===== config.mk =====
export PLATFORM = sky130hd
export DESIGN_NAME = systolic_feeder
export DESIGN_NICKNAME = d
export VERILOG_FILES = /design/src/rtl/feeder_pkg.sv /design/src/rtl/systolic_feeder_skew.sv /design/src/rtl/systolic_feeder.sv
export SDC_FILE = /design/constraint.sdc
export NUM_CORES = 1
export LEC_CHECK = 0
export BUFFER_PORTS_ARGS = -buffer_cell sky130_fd_sc_hd__buf_2
export CAP_MARGIN = 30
export CORE_MARGIN = 2
export CORE_UTILIZATION = 31
export CTS_BUF_LIST = sky130_fd_sc_hd__clkbuf_4
export CTS_CLUSTER_SIZE = 8
export DETAILED_ROUTE_END_ITERATION = 6
export PLACE_DENSITY_LB_ADDON = 0.2
export SLEW_MARGIN = 15
export SYNTH_ARGS = -nofsm -noshare
export SYNTH_HDL_FRONTEND = slang
export SYNTH_SLANG_ARGS = --single-unit

===== constraint.sdc =====
create_clock -name clk -period 2.6 [get_ports clk]
set_input_delay 0.26 -clock clk [delete_from_list [all_inputs] [get_ports clk]]
set_output_delay 0.26 -clock clk [all_outputs]
set_load 0.005 [all_outputs]

===== src/rtl/feeder_pkg.sv =====
// Shared constants, FSM state type and lane helper for the systolic array feeder.
package feeder_pkg;
    localparam int N         = 8;
    localparam int DATA_W    = 8;
    localparam int IN_ADDR_W = 12;
    localparam int WT_ADDR_W = 11;
    localparam int K_W       = 12;
    localparam int LANE_W    = N * DATA_W;
    localparam int DRAIN_LEN = N;
    localparam int DRAIN_W   = $clog2(DRAIN_LEN + 1);

    typedef enum logic [1:0] {IDLE, READ, DRAIN, DONE} state_t;

    function automatic logic [DATA_W-1:0] lane_byte(input logic [LANE_W-1:0] word, input int lane);
        return word[lane*DATA_W +: DATA_W];
    endfunction
endpackage


===== src/rtl/systolic_feeder_skew.sv =====
// Per-lane delay line: lane i presents byte i of each incoming word i cycles after lane 0.
module skew_line
    import feeder_pkg::*;
(
    input  logic              clk,
    input  logic              rst_n,
    input  logic              hold,
    input  logic              in_valid,
    input  logic [LANE_W-1:0] din,
    output logic [LANE_W-1:0] dout,
    output logic [N-1:0]      valid
);
    for (genvar i = 0; i < N; i++) begin : g_lane
        // Stage 0 captures the BRAM word; stages 1..i provide the lane's skew.
        logic [DATA_W-1:0] data_q [0:i];
        logic [i:0]        vld_q;

        // NOTE: these are plain shift registers, not a RAM, so resetting them is cheap
        // and guarantees zero padding on the array edge right after reset.
        always_ff @(posedge clk or negedge rst_n) begin
            if (!rst_n) begin
                for (int k = 0; k <= i; k++) data_q[k] <= '0;
                vld_q <= '0;
            end else if (!hold) begin
                data_q[0] <= in_valid ? lane_byte(din, i) : '0;
                vld_q[0]  <= in_valid;
                for (int k = 1; k <= i; k++) begin
                    data_q[k] <= data_q[k-1];
                    vld_q[k]  <= vld_q[k-1];
                end
            end
        end

        assign dout[i*DATA_W +: DATA_W] = data_q[i];
        assign valid[i]                 = vld_q[i];
    end
endmodule


===== src/rtl/systolic_feeder.sv =====
// Tile read sequencer: issues BRAM addresses for both operand streams and feeds the skew lines.
module systolic_feeder
    import feeder_pkg::*;
(
    input  logic                 clk,
    input  logic                 rst_n,
    input  logic                 start,
    input  logic [K_W-1:0]       k_len,
    input  logic [IN_ADDR_W-1:0] in_base,
    input  logic [WT_ADDR_W-1:0] wt_base,
    input  logic                 hold,
    output logic                 in_ena,
    output logic                 wt_ena,
    output logic [IN_ADDR_W-1:0] in_addr,
    output logic [WT_ADDR_W-1:0] wt_addr,
    input  logic [LANE_W-1:0]    in_douta,
    input  logic [LANE_W-1:0]    wt_douta,
    output logic [LANE_W-1:0]    a_out,
    output logic [LANE_W-1:0]    b_out,
    output logic [N-1:0]         a_valid,
    output logic [N-1:0]         b_valid,
    output logic                 busy,
    output logic                 done
);
    state_t               state_q, state_d;
    logic [K_W-1:0]       k_len_q;
    logic [K_W-1:0]       word_q;
    logic [IN_ADDR_W-1:0] in_addr_q;
    logic [WT_ADDR_W-1:0] wt_addr_q;
    logic [DRAIN_W-1:0]   drain_q;
    logic                 rd_valid_q;

    logic accept;
    logic last_read;
    logic drain_end;

    assign accept    = (state_q == IDLE) && start && !hold;
    assign last_read = (word_q == k_len_q - K_W'(1));
    assign drain_end = (drain_q == DRAIN_W'(DRAIN_LEN));

    // NOTE: all sequential state uses non-blocking assignments so every register
    // samples pre-edge values regardless of statement order.
    always_ff @(posedge clk or negedge rst_n) begin
        if (!rst_n) begin
            state_q    <= IDLE;
            k_len_q    <= '0;
            word_q     <= '0;
            in_addr_q  <= '0;
            wt_addr_q  <= '0;
            drain_q    <= '0;
            rd_valid_q <= 1'b0;
        end else if (!hold) begin
            state_q    <= state_d;
            rd_valid_q <= (state_q == READ);
            drain_q    <= (state_q == DRAIN) ? drain_q + DRAIN_W'(1) : '0;
            if (accept) begin
                k_len_q   <= k_len;
                in_addr_q <= in_base;
                wt_addr_q <= wt_base;
                word_q    <= '0;
            end else if (state_q == READ) begin
                // Address counters wrap naturally at their own width.
                in_addr_q <= in_addr_q + IN_ADDR_W'(1);
                wt_addr_q <= wt_addr_q + WT_ADDR_W'(1);
                word_q    <= word_q + K_W'(1);
            end
        end
    end

    // NOTE: next-state logic assigns a default first so no latch can be inferred.
    always_comb begin
        state_d = state_q;
        unique case (state_q)
            IDLE:  if (accept) state_d = (k_len == '0) ? DONE : READ;
            READ:  if (last_read) state_d = DRAIN;
            DRAIN: if (drain_end) state_d = DONE;
            DONE:  state_d = IDLE;
            default: state_d = IDLE;
        endcase
    end

    // A held cycle must not issue a read nor count as the done cycle.
    always_comb begin
        in_ena = (state_q == READ) && !hold;
        wt_ena = (state_q == READ) && !hold;
        busy   = (state_q == READ) || (state_q == DRAIN);
        done   = (state_q == DONE) && !hold;
    end

    assign in_addr = in_addr_q;
    assign wt_addr = wt_addr_q;

    skew_line u_skew_a (
        .clk      (clk),
        .rst_n    (rst_n),
        .hold     (hold),
        .in_valid (rd_valid_q),
        .din      (in_douta),
        .dout     (a_out),
        .valid    (a_valid)
    );

    skew_line u_skew_b (
        .clk      (clk),
        .rst_n    (rst_n),
        .hold     (hold),
        .in_valid (rd_valid_q),
        .din      (wt_douta),
        .dout     (b_out),
        .valid    (b_valid)
    );
endmodule

==> impl_metrics.json <==
{
  "syn_area_sq_um": 25600,
  "worstSetupPathType": "flip-flop to flip-flop",
  "h-tree-depth": 4,
  "post-route-min-period_ns": 2.43,
  "place_hpwl_mm": 32.7,
  "wl_mm": 55.4,
  "critPathLaunchType": "flip-flop",
  "leakage_uw": 0.0171,
  "synth_compound_area_frac": 0.0412,
  "rows": 105,
  "yosys.area_share.simple": 0.0540,
  "outcome": "completed",
  "dieArea_sq_um": 85000,
  "area_growth_pct": 34.6,
  "setup_viol": 0,
  "maxCapViolCount": 0,
  "synthAdderAreaFrac": 0.00488,
  "vias_per_cell": 4.41,
  "nFillCells": 7759,
  "hold_path_class": "input port to flip-flop",
  "avgSynthCellArea_sq_um": 13.4,
  "required_ns": 3.50,
  "antenna_found_initial": 5,
  "synth-main-ff-cell": "dfrtp_1",
  "io_buffers": 337,
  "grt_pass1_vias": 18500,
  "synth_seq_area_share": 0.623,
  "ys_warn_count": 0,
  "drc": 0,
  "overflow": 0,
  "yosys-top-cells-area": "dfrtp_1 62%, mux2_2 20%, nand2_1 3.6%, buf_4 3.6%, o21ai_0 2.6%",
  "cts_buffers": 178,
  "insertion_delay_ns": 1.03,
  "vias": 17100,
  "synth_top_cell_area_share": 0.623,
  "antenna_left": 0,
  "wl_met2_mm": 27.8,
  "max-vdd-ir-drop_uv": 581,
  "synth_top_family_by_area": "multiplexers",
  "synth_area_leader_cell": "dfrtp_1",
  "tritoncts": "done",
  "utilization": 0.421,
  "hold_violations": 0,
  "clk_pin_slew_ns": 0.06,
  "io_pins": 338,
  "highest_layer": "met4",
  "path_max_fanout": 10,
  "cp-end-kind": "flip-flop",
  "tightest_slew_ns": 0.946,
  "cts.sink_count": 638,
  "synthMuxAreaShare": 0.207,
  "drive_above_1_share": 0.411,
  "ys_types": 41,
  "drtIter0Drc": 565,
  "gp_congestion": 0.785,
  "die_w_um": 291,
  "syn_nets": 2084,
  "grt_max_degree": 126,
  "seqCellArea_sq_um": 16000,
  "timing.final.max_slew_violations": 0,
  "async_flop_share": 1.00,
  "grt_usage": 0.134,
  "timing.slew.headroom": 0.368,
  "synthCells": 1907,
  "yosys.area_share.xor_xnor": 0.0147,
  "synth_edf_count": 0,
  "ys_seq_elements": 638,
  "layout.nets": 2847,
  "drtPass1Iterations": 4,
  "max_freq_mhz": 411,
  "cts_buffer_depth": 3,
  "multi_input_area_sq_um": 8270,
  "power_density_nw_per_um2": 882,
  "wire_per_inst_um": 14.3,
  "cts-root-buf": "clkbuf_4",
  "coreArea_sq_um": 82000,
  "arrival_ns": 3.33,
  "fin_skew_ns": 0.0888,
  "holdWs_ns": 0.168,
  "met1Wirelength_mm": 23.0,
  "fp.dieH_um": 291,
  "grt_pass1_wl_mm": 92.8,
  "initial_core_util": 0.313,
  "route.met3.wl_mm": 3.15,
  "fin_crit_sh": 0.935
}
==> what timing repair did <==
| action | in CTS | in global routing |
|---|---|---|
| endpoints found under the hold margin | 988 | 0 |
| buffers inserted | 2 | 7 |
| hold buffers | 423 | 0 |
| gates resized for setup | 4 | 1 |
| endpoints found under the setup margin | 2 | 23 |
| pin swaps | 0 | 1 |
==> area by class of cell <==
| cell class | instances | share of cell area |
|---|---|---|
| sequential | 638 | 0.463 |
| multi-input combinational | 1033 | 0.240 |
| timing repair buffer | 810 | 0.190 |
| clock buffer | 270 | 0.0588 |
| tap | 1070 | 0.0388 |
| clock inverter | 40 | 0.00758 |
| inverter | 9 | 0.000980 |
| antenna | 10 | 0.000726 |
==> stage by stage <==
step           power (uW)  setup slack (ns)  area (sq um)  cells  TNS, ns
6_report            30400             0.169         34500   3880        0
5_1_grt             32700           -0.0382         34500   3880  -0.0728
4_1_cts             31000            0.0111         34400   3863        0
3_5_place_dp        20500             0.478         27800   3128        0
3_3_place_gp        20300             0.396         27800   3128        0
2_1_floorplan       18600             0.600         25600   1907        0
==> sequential cells by signal, summed over array words and instances, names as in the netlist <==
name,flops
word_q,12
u_skew_a.dout,56
u_skew_b.g_lane.vld_q,2
u_skew_b.dout,56
state_q,2
rd_valid_q,1
k_len_q,12
u_skew_b.g_lane.data_q,232
u_skew_a.g_lane.vld_q,6
wt_addr,11
drain_q,4
in_addr,12
u_skew_a.g_lane.data_q,232
==> worst max-delay path: stages (launching register included) <==
cell and delay (ns):
dfrtp_1 0.40, inv_1 0.11, ha_1 0.27, nand2_1 0.19
nor2_4 0.20, buf_12 0.15, buf_4 0.12, mux2_2 0.31
dlygate4sd3_1 0.55
==> metal layers <==
| layer | track usage | up-vias |
|---|---|---|
| met5 | 0 | - |
| met3 | 0.0465 | 114 |
| met1 | 0.153 | 8508 |
| met2 | 0.225 | 388 |
| li1 | - | 8084 |
| met4 | 0.0612 | 0 |
==> report_power, final <==
group	internal, uW	switching [uW]	total [uW]
Sequential	12800	1670	14400
Combinational	4010	2820	6830
Clock	5010	4130	9140
==> cell usage in the layout (no fill, tap or decap), drive strengths merged, types with 2 or more instances in the layout <==
master,instances
a21o,2
a21oi,4
a22o,30
a31oi,4
and3,4
and4,2
buf,388
bufinv,3
clkbuf,270
clkinv,30
clkinvlp,2
dfrtp,638
diode,10
dlygate4sd3,422
ha,10
inv,14
mux2,466
mux2i,6
nand2,248
nand2b,4
nand3,9
nand3b,2
nand4,10
nand4b,3
nor2,24
nor2b,6
nor3,7
nor4,7
o21ai,132
xnor2,16
xor2,27
==> logic make-up (layout without fill, tap and decap cells) <==
family | Yosys count | after routing
other | 0 | 10
muxes | 472 | 472
adders and majority gates | 10 | 10
and+or+nand+nor | 328 | 328
DFF | 638 | 638
buffers and inverters | 236 | 1129
AOI/OAI and AO/OA | 180 | 180
xor gates and xnor gates | 43 | 43
==> worst paths after layout <==
path | start | end | slack [ns] | cells past startpoint
max in group asynchronous | rst_n | rd_valid_q$_DFFE_PN0N_ | 1.49 | 4
setup reg to reg | state_q[0]$_DFFE_PN0P_ | k_len_q[11]$_DFFE_PN0P_ | 0.17 | 8
hold reg to reg | u_skew_a.g_lane[6].data_q[36]$_DFFE_PN0N_ | u_skew_a.g_lane[6].data_q[28]$_DFFE_PN0N_ | 0.45 | 1
min in group asynchronous | rst_n | u_skew_b.g_lane[6].data_q[40]$_DFFE_PN0N_ | 0.54 | 4
hold / removal | in_douta[57] | u_skew_a.g_lane[7].data_q[57]$_DFFE_PN0N_ | 0.17 | 4
setup / recovery | state_q[0]$_DFFE_PN0P_ | k_len_q[11]$_DFFE_PN0P_ | 0.17 | 8
==> synth_stat cells (all sizes together), types with 2 or more instances <==
| master | instances |
|---|---|
| o21ai | 132 |
| nor2b | 6 |
| nand2b | 4 |
| clkbuf | 58 |
| nor4 | 7 |
| nand3b | 2 |
| xnor2 | 16 |
| nand2 | 248 |
| xor2 | 27 |
| and4 | 2 |
| nor3 | 7 |
| dfrtp | 638 |
| mux2 | 466 |
| a21oi | 4 |
| a22o | 30 |
| a31oi | 4 |
| mux2i | 6 |
| ha | 10 |
| and3 | 4 |
| nand4b | 3 |
| nand3 | 9 |
| a21o | 2 |
| nand4 | 10 |
| nor2 | 24 |
| buf | 169 |
| inv | 9 |
Note: power is estimated with default switching activity, not from simulation.
